## config.mk

```make
export PLATFORM = sky130hd
export DESIGN_NAME = ai_act_pipe
export DESIGN_NICKNAME = d
export VERILOG_FILES = /design/src/rtl/ai_act_pipe.sv
export SDC_FILE = /design/constraint.sdc
export NUM_CORES = 1
export LEC_CHECK = 0
export BUFFER_PORTS_ARGS = -buffer_cell sky130_fd_sc_hd__buf_2
export CAP_MARGIN = 20
export CORE_ASPECT_RATIO = 1.1
export CORE_MARGIN = 4
export CORE_UTILIZATION = 25
export CTS_CLUSTER_SIZE = 40
export DETAILED_ROUTE_END_ITERATION = 8
export PLACE_DENSITY_LB_ADDON = 0.1
export SETUP_SLACK_MARGIN = 0.02
export SYNTH_ARGS = -nofsm -noshare
export SYNTH_HDL_FRONTEND = slang
export SYNTH_SLANG_ARGS = --single-unit
```

## constraint.sdc

```tcl
create_clock -name clk -period 2.3 [get_ports clk]
set_input_delay 0.115 -clock clk [delete_from_list [all_inputs] [get_ports clk]]
set_output_delay 0.115 -clock clk [all_outputs]
set_load 0.03 [all_outputs]
```

## src/rtl/ai_act_pipe.sv

```systemverilog
// Multi-lane two-stage activation pipeline (PASS/RELU/LEAKY/HSIGMOID/HTANH/RELU6) with valid/ready and an op counter.
// Build option: define AI_ACT_ROUND_EN to round the LEAKY and HSIGMOID shifts to nearest instead of truncating.

module ai_act_lane #(
    parameter int DW   = 16,
    parameter int FRAC = 8
) (
    input  logic [2:0]    op_i,
    input  logic          en_i,
    input  logic [DW-1:0] x_i,
    output logic [DW-1:0] y_o
);
    localparam int EW = DW + 2;

    localparam logic [2:0] OP_PASS     = 3'd0;
    localparam logic [2:0] OP_RELU     = 3'd1;
    localparam logic [2:0] OP_LEAKY    = 3'd2;
    localparam logic [2:0] OP_HSIGMOID = 3'd3;
    localparam logic [2:0] OP_HTANH    = 3'd4;
    localparam logic [2:0] OP_RELU6    = 3'd5;

    localparam logic signed [EW-1:0] ZERO    = '0;
    localparam logic signed [EW-1:0] ONE     = EW'(1 << FRAC);
    localparam logic signed [EW-1:0] NEG_ONE = -ONE;
    localparam logic signed [EW-1:0] HALF    = EW'(1 << (FRAC - 1));
    localparam logic signed [EW-1:0] SIX     = EW'(6 << FRAC);
    localparam logic signed [EW-1:0] SMAX    = {3'b000, {(DW-1){1'b1}}};
    localparam logic signed [EW-1:0] SMIN    = {3'b111, {(DW-1){1'b0}}};

`ifdef AI_ACT_ROUND_EN
    // Half an output LSB added ahead of the shift turns floor into round-to-nearest.
    localparam logic signed [EW-1:0] RND3 = EW'(4);
    localparam logic signed [EW-1:0] RND2 = EW'(2);
`else
    localparam logic signed [EW-1:0] RND3 = '0;
    localparam logic signed [EW-1:0] RND2 = '0;
`endif

    function automatic logic signed [EW-1:0] clamp(
        input logic signed [EW-1:0] v,
        input logic signed [EW-1:0] lo,
        input logic signed [EW-1:0] hi
    );
        clamp = v;
        if (v < lo)
            clamp = lo;
        else if (v > hi)
            clamp = hi;
    endfunction

    logic signed [EW-1:0] xe;
    logic signed [EW-1:0] shr3;
    logic signed [EW-1:0] shr2;
    logic signed [EW-1:0] raw;
    logic signed [EW-1:0] sat;
    logic                 legal;
    logic                 lane_unused;

    assign xe    = {{2{x_i[DW-1]}}, x_i};
    assign shr3  = (xe + RND3) >>> 3;
    assign shr2  = (xe + RND2) >>> 2;
    assign legal = (op_i <= OP_RELU6);

    always_comb begin
        raw = ZERO;
        case (op_i)
            OP_PASS:     raw = xe;
            OP_RELU:     raw = (xe < ZERO) ? ZERO : xe;
            OP_LEAKY:    raw = (xe < ZERO) ? shr3 : xe;
            OP_HSIGMOID: raw = clamp(shr2 + HALF, ZERO, ONE);
            OP_HTANH:    raw = clamp(xe, NEG_ONE, ONE);
            OP_RELU6:    raw = clamp(xe, ZERO, SIX);
            default:     raw = ZERO;
        endcase
    end

    // Final saturation to the lane width; the guard bits are dropped afterwards.
    assign sat         = clamp(raw, SMIN, SMAX);
    assign lane_unused = ^sat[EW-1:DW];
    assign y_o         = (en_i && legal) ? sat[DW-1:0] : '0;

endmodule

module ai_act_pipe #(
    parameter int LANES = 4,
    parameter int DW    = 16,
    parameter int FRAC  = 8
) (
    input  logic                clk,
    input  logic                rst_n,
    input  logic                in_valid,
    output logic                in_ready,
    input  logic [2:0]          in_op,
    input  logic [LANES-1:0]    in_mask,
    input  logic [LANES*DW-1:0] in_data,
    output logic                out_valid,
    input  logic                out_ready,
    output logic [LANES*DW-1:0] out_data,
    output logic                out_err,
    output logic                busy,
    input  logic                clear_count,
    output logic [31:0]         op_count
);
    // vld_pipe_q[0] is the S1 valid, vld_pipe_q[1] the S2/output valid.
    logic [1:0]                 vld_pipe_q, vld_pipe_d;
    logic [2:0]                 s1_op_q;
    logic [LANES-1:0]           s1_mask_q;
    logic [LANES-1:0][DW-1:0]   s1_data_q;
    logic [LANES-1:0][DW-1:0]   lane_y;
    logic [LANES-1:0][DW-1:0]   out_data_q;
    logic                       out_err_q;
    logic [31:0]                cnt_q, cnt_d;
    logic                       stall;
    logic                       s1_err;

    assign stall  = vld_pipe_q[1] && !out_ready;
    assign s1_err = (s1_op_q > 3'd5);

    for (genvar i = 0; i < LANES; i++) begin : g_lane
        ai_act_lane #(
            .DW   (DW),
            .FRAC (FRAC)
        ) u_lane (
            .op_i (s1_op_q),
            .en_i (s1_mask_q[i]),
            .x_i  (s1_data_q[i]),
            .y_o  (lane_y[i])
        );
    end

    always_comb begin
        vld_pipe_d = vld_pipe_q;
        if (!stall)
            vld_pipe_d = {vld_pipe_q[0], in_valid};
    end

    // Clear beats a same-cycle completion; the counter pins at all-ones.
    always_comb begin
        cnt_d = cnt_q;
        if (clear_count)
            cnt_d = '0;
        else if (vld_pipe_q[1] && out_ready && !out_err_q && !(&cnt_q))
            cnt_d = cnt_q + 32'd1;
    end

    always_ff @(posedge clk) begin
        if (!rst_n) begin
            vld_pipe_q <= '0;
            s1_op_q    <= '0;
            s1_mask_q  <= '0;
            s1_data_q  <= '0;
            out_data_q <= '0;
            out_err_q  <= 1'b0;
            cnt_q      <= '0;
        end else begin
            vld_pipe_q <= vld_pipe_d;
            cnt_q      <= cnt_d;
            if (!stall) begin
                if (in_valid) begin
                    s1_op_q   <= in_op;
                    s1_mask_q <= in_mask;
                    s1_data_q <= in_data;
                end
                if (vld_pipe_q[0]) begin
                    out_data_q <= lane_y;
                    out_err_q  <= s1_err;
                end
            end
        end
    end

    assign in_ready  = !stall;
    assign out_valid = vld_pipe_q[1];
    assign out_data  = out_data_q;
    assign out_err   = out_err_q;
    assign busy      = |vld_pipe_q;
    assign op_count  = cnt_q;

endmodule

```

Yosys cells after proc, flatten, opt, wreduce, memory -nomap -nowiden
Cells that the tools add are included.
{ "op_classes": {"eq_ne": 5, "order_cmp": 34, "n_addsub": 5, "multipliers": 0, "bitwise": 2, "mux": 48, "div": 0, "shift": 0, "reduce_logical": 18} }
{ "op_table": {"columns": ["op", "n"], "rows": [
  ["2-to-1 mux 18 bit", 28],
  ["one-hot mux 18 bit (6 select lines)", 4],
  ["2-to-1 mux 16 bit", 12],
  ["greater-than comparator 18 x 10 -> 1 bit, second input constant", 4],
  ["greater-than comparator 18 x 16 -> 1 bit, second input constant", 4],
  ["< comparator 18 x 1 -> 1 bit, second input constant", 4],
  ["< comparator 18 x 16 -> 1 bit, second input constant", 4],
  ["greater-than comparator 16 x 10 -> 1 bit, second input constant", 4],
  ["greater-than comparator 16 x 12 -> 1 bit, second input constant", 4],
  ["< comparator 16 x 1 -> 1 bit, second input constant", 4],
  ["< comparator 16 x 9 -> 1 bit, second input constant", 4],
  ["adder 14 x 9 -> 15 bit, second input constant", 4],
  ["2-to-1 mux 15 bit", 4],
  ["adder 32 x 1 -> 32 bit, second input constant", 1],
  ["AND reduction 32 bit", 1],
  ["logical AND 1 bit", 8],
  ["== test 3 x 2 -> 1 bit, second input constant", 2],
  ["== test 3 bit, second input constant", 2],
  ["logical NOT 1 bit", 4],
  ["AND reduction 2 bit", 2],
  ["OR reduction 2 bit", 2],
  ["== test 3 x 1 -> 1 bit, second input constant", 1],
  ["greater-than comparator 3 bit, second input constant", 1],
  ["less-or-equal comparator 3 bit, second input constant", 1],
  ["2 further kinds", 3]
]} }
{ "word_totals": {"n_memories": 0, "output_inout_bits": 100, "input_bits": 76, "latchBits": 0, "ramBits": 0, "word_cells": 125, "romBits": 0, "register_bits": 170} }

Depth between registers and ports, before layout
{ "logic_depth": {"ltp_word": 9, "ltp_mapped": 9, "depth_no_buf": 6} }

By module
A second synthesis with hierarchy kept.
{ "hier_totals": {"hier_cells": 1350, "area_unflattened_um2": 9918.3} }
{ "by_module_without_submodules": {"columns": ["mod", "instances", "cells_per_inst", "area_each_um2", "seq_area_each_um2"], "rows": [
  ["ai_act_pipe", 1, 802, 6680.2, 3403.3],
  ["ai_act_lane", 4, 137, 809.5, 0.0]
]} }

Least setup slack after synthesis
No wires, ideal clock.
{ "synth_timing": {"kind": "register to register", "start": "reg cnt_q[0], in the netlist op_count[0]", "end": "reg cnt_q[6], in the netlist op_count[6]", "period_less_slack_ns": 2.353, "arrival_time_ns": 2.282, "required_ns": 2.230, "stages_incl_launch_ff": 8, "setup_time_ns": 0.070, "n_path_buf": 1, "setup_slack_ns": -0.053, "path_cell_list": "dfxtp_1 -> ha_1 -> nand4_1 -> or3_1 -> o31ai_2 -> clkbuf_1 -> o21ai_0 -> a21oi_1"} }
{ "synth_via": {"elab_chain_len": 3, "elab_cells_between_ends": 4, "cone_classes": "1 x add/sub; 3 x reduce/logical"} }
{ "synth_rtl": {"columns": ["item", "line", "source"], "rows": [
  ["from (decl)", "112", "logic [31:0] cnt_q, cnt_d;"],
  ["from (signal assigned)", "157", "cnt_q <= cnt_d;"],
  ["branches (longest 3 deep; another with adder 32 x 1 -> 32 bit)", null, null]
]} }
Several ways; the timed one is not identified.
A chain may end at the register's enable or synchronous reset.

Final worst setup path
{ "layout_timing": {"start": "reg s1_data_q[47] in the netlist's numbering", "end": "reg out_data_q, in the netlist out_data[39]"} }
{ "layout_via": {"elab_chain_len": 9, "elab_cells_between_ends": 21, "cone_classes": "1 x add/sub; 8 x order compare; 12 x mux"} }
{ "layout_rtl": {"columns": ["item", "line", "source"], "rows": [
  ["from (decl)", "108", "logic [LANES-1:0][DW-1:0] s1_data_q;"],
  ["from (signal assigned)", "162", "s1_data_q <= in_data;"],
  ["adder 14 x 9 -> 15 bit", "70", "OP_HSIGMOID: raw = clamp(shr2 + HALF, ZERO, ONE);"],
  ["greater-than comparator 18 x 10 -> 1 bit", "47", "else if (v > hi)"],
  ["2-to-1 mux 18 bit", "47", null],
  ["2-to-1 mux 18 bit", "45", "if (v < lo)"],
  ["one-hot mux 18 bit (6 select lines) (*)", "66", "case (op_i)"],
  ["greater-than comparator 18 x 16 -> 1 bit", "47", null],
  ["2-to-1 mux 16 bit", "47", null],
  ["2-to-1 mux 16 bit (*)", "45", null],
  ["2-to-1 mux 16 bit (*)", "80", "assign y_o = (en_i && legal) ? sat[DW-1:0] : '0;"],
  ["to (signal assigned)", "165", "out_data_q <= lane_y;"],
  ["to (decl)", "110", "logic [LANES-1:0][DW-1:0] out_data_q;"]
]} }
Mark *: on every way between the ends. The rest lies on a longest branch, timed or not.

==> key figures <==
Outcome
  • Status: completed

Clock tree
  • TritonCTS clock tree: yes
  • Clk buf depth: 2
  • CTS sink cnt: 170
  • Skew-Pair Late Insertion Delay: 0.44 ns
  • CTS H-tree lvls: 4
  • Root Driver: clkbuf_16
  • Clk pin slew, worst setup/hold paths: 0.07 ns
  • Total CTS buffers: 17

STA
  • Max Freq: 0.453 GHz
  • Max transition margin: 0.478
  • TNS Setup: 0 ns
  • Worst-margin pin slew: 0.783 ns
  • Final setup fails: 0
  • Min cycle time layout: 2.21 ns
  • Final Hold Vio Count: 0
  • Ratio of final minimum period to clock period: 0.960
  • Slew Viols, Final: 0
  • RSZ-0062 raised after global routing: false
  • WHS: 0.0362 ns
  • Worst Skew: 0.00879 ns

Floorplan
  • DIE WIDTH: 194 um
  • # IOs: 176
  • Core ar.: 0.0373 mm^2
  • Initial Utilization: 0.255
  • DIE AREA: 0.0412 mm^2
  • Die Span Y: 212 um
  • FP Rows: 74

Pwr
  • Power per cell area: 583 mW/mm^2
  • Peak VDD IR: 0.000568 V
  • Static leakage: 5.08 nW

Drt
  • Detail Route met3 WL: 1520 um
  • Vias: 10,500
  • Routed len/inst: 18.8 um
  • DRT Wirelength: 38,200 um
  • Metal-1 WL: 17,700 um
  • Starting DRC count in detailed routing: 661
  • DRC: 0
  • Routed wl met2: 18,600 um
  • First-pass detailed-route iteration total: 5
  • Antenna Nets Post-Route: 0
  • Vias per std cell: 5.17
  • Uppermost layer routed: met4

GRT
  • Initial antenna violation count: 0
  • First-pass GRT wire length: 59,900 um
  • Total track usage: 0.181
  • Vias in the first global route: 10,200
  • Total gr overflow: 0
  • Largest net degree at the start of global routing: 72

Finish
  • Most common cell after layout, fill and taps aside: nand2_1
  • Fin cells: 2,027
  • Commonest non-fill, non-tap cells in the layout: nand2_1 (209), buf_2 (175), dfxtp_1 (164)
  • Diode count: 0
  • Layout cells sized above 1: 0.228
  • Final net count: 1,605
  • Layout area overhead: 35.1%

Yosys
  • Gate count of the mapped netlist: 1,255
  • #FFs+latches synth: 170
  • Syn_nets: 1,339
  • Seq/Total Area, Yosys: 0.358
  • Yosys cell types: 76
  • Largest area contributor in the netlist: dfxtp_1
  • Post-synth top area share: 0.358
  • YS warnings: 0
  • Post-synth EDFFs: 0
  • Ys flop type: dfxtp_1
  • Async set-or-reset flop fraction in the synthesized netlist: 0
  • Dominant cells by area after synthesis: dfxtp_1 (36%), nand2_1 (8.3%), a21oi_1 (7.4%)
  • Netlist Area Pre-Place: 0.00950 mm^2
  • Post-synthesis area per instance: 7.57 um^2

Worst setup path
  • Worst r2r src: s1_data_q[47]
  • Startpoint Class: register
  • Crit path required time: 2.66 ns
  • WS Path Type: reg -> reg
  • Crit end category: register
  • CP top delay family: simple AND/OR/NAND/NOR gates
  • R2R Setup Slk: 0.09 ns
  • Crit Path Max Fanout: 8
  • Crit path top cell by count: or4_4
  • CP max stage cell: or4_4
  • Path depth of the worst reg2reg path: 6
  • Crit-path max cell delay: 0.55 ns
  • CP startpoint: s1_data_q[47]
  • Worst reg2reg path endpoint: out_data[39]
  • Critical-path cell list: or4_4 > or4_4 > o41ai_4 > buf_6 > o21ai_2 > a311oi_2
  • Buf+Inv Stages, Crit Path: 1
  • Critical path arrival: 2.57 ns

Placed design
  • RD Place Congestion: 0.840
  • Hpwl dp: 27,500 um
  • Placed cells: 1,927
  • Buffers added on ports: 175

Min path
  • WHS Path Cells: 4
  • Hold Path Class: in -> reg
  • Hold path start: out_ready
  • Worst min-delay path endpoint: vld_pipe_q[1]

Run
  • Max_cap viols: 0
## cells in the mapped netlist (11+ instances only)
cell and n:
nand2_1 211, dfxtp_1 170, a21oi_1 140, clkbuf_1 92
o21ai_0 84, nor2_1 73, a22oi_1 50, nand3_1 26
inv_1 25, and2_1 23, o211ai_1 22, nand4_1 20
nor3_1 19, a31oi_1 17, a311oi_1 14, and3_1 14
and4_1 14, or3_1 13, or4_1 13, o31ai_1 12
nor2b_1 11
## power breakdown
part / total [mW] / internal (mW) / switching, mW / leakage (nW)
clock: 3.17 / 1.88 / 1.29 / 0.300
combinational: 1.19 / 0.493 / 0.692 / 3.39
sequential: 3.13 / 3.03 / 0.104 / 1.39
total: 7.48 / 5.39 / 2.09 / 5.08
## layout make-up
cell class,instances,area [um^2]
clock buffer,21,460
clock inverter,10,166
fill,4004,24500
inverter,25,95.1
multi-input combinational,951,5600
sequential,170,3410
tap,494,618
timing repair buffer,356,2490
## per-stage QoR
stage	cell area [um^2]	util	total power, mW	worst slack, ns
2_1_floorplan	9500	-	3.80	0.0437
3_3_place_gp	11500	0.307	4.28	-0.173
3_5_place_dp	11500	0.307	4.28	0.0802
4_1_cts	12800	0.342	7.57	0.0803
5_1_grt	12800	0.344	7.82	0.0354
6_report	12800	0.344	7.48	0.0913
## worst max-delay path by stage
stage	to	slack, ns	depth (start not counted)
after floorplan	op_count[6]	0.04	6
after global placement	out_data[18]	-0.17	5
after detailed placement	out_data[6]	0.08	6
after CTS	out_data[36]	0.08	6
after global routing	out_data[36]	0.04	6
final	out_data[39]	0.09	6
## repair_timing
action,in CTS,in global routing
hold endpoints to repair,66,0
setup buffers,0,2
endpoints found under the setup margin,0,17
resized for setup,0,10
hold buffers,66,0
## worst min-delay path, delay by kind of cell
| family | cells | cell delay, ns |
|---|---|---|
| simple gates | 3 | 0.21 |
| buf+inv | 1 | 0.11 |
## state kept, by name, summed over array words and instances (netlist names)
signal	cells
vld_pipe_q	2
out_err	1
op_count	32
s1_mask_q	4
s1_op_q	3
s1_data_q	64
out_data	64
## layer usage
| layer | vias up | global-route usage |
|---|---|---|
| li1 | 5182 | - |
| met1 | 5035 | 0.242 |
| met2 | 235 | 0.313 |
| met3 | 22 | 0.0260 |
| met4 | 0 | 0.0417 |
| met5 | - | 0 |
## logic make-up (layout without fill, tap and decap cells)
group | after synthesis | after routing | share of synthesized area
buffers and inverters | 134 | 412 | 0.0559
adders and majority gates | 9 | 9 | 0.0116
AOI/OAI and AO/OA | 450 | 450 | 0.315
muxes | 2 | 2 | 0.00211
and+or+nand+nor | 477 | 477 | 0.245
xor gates and xnor gates | 13 | 13 | 0.0120
DFF | 170 | 170 | 0.358
No activity file was read; power rests on OpenSTA's default activity.
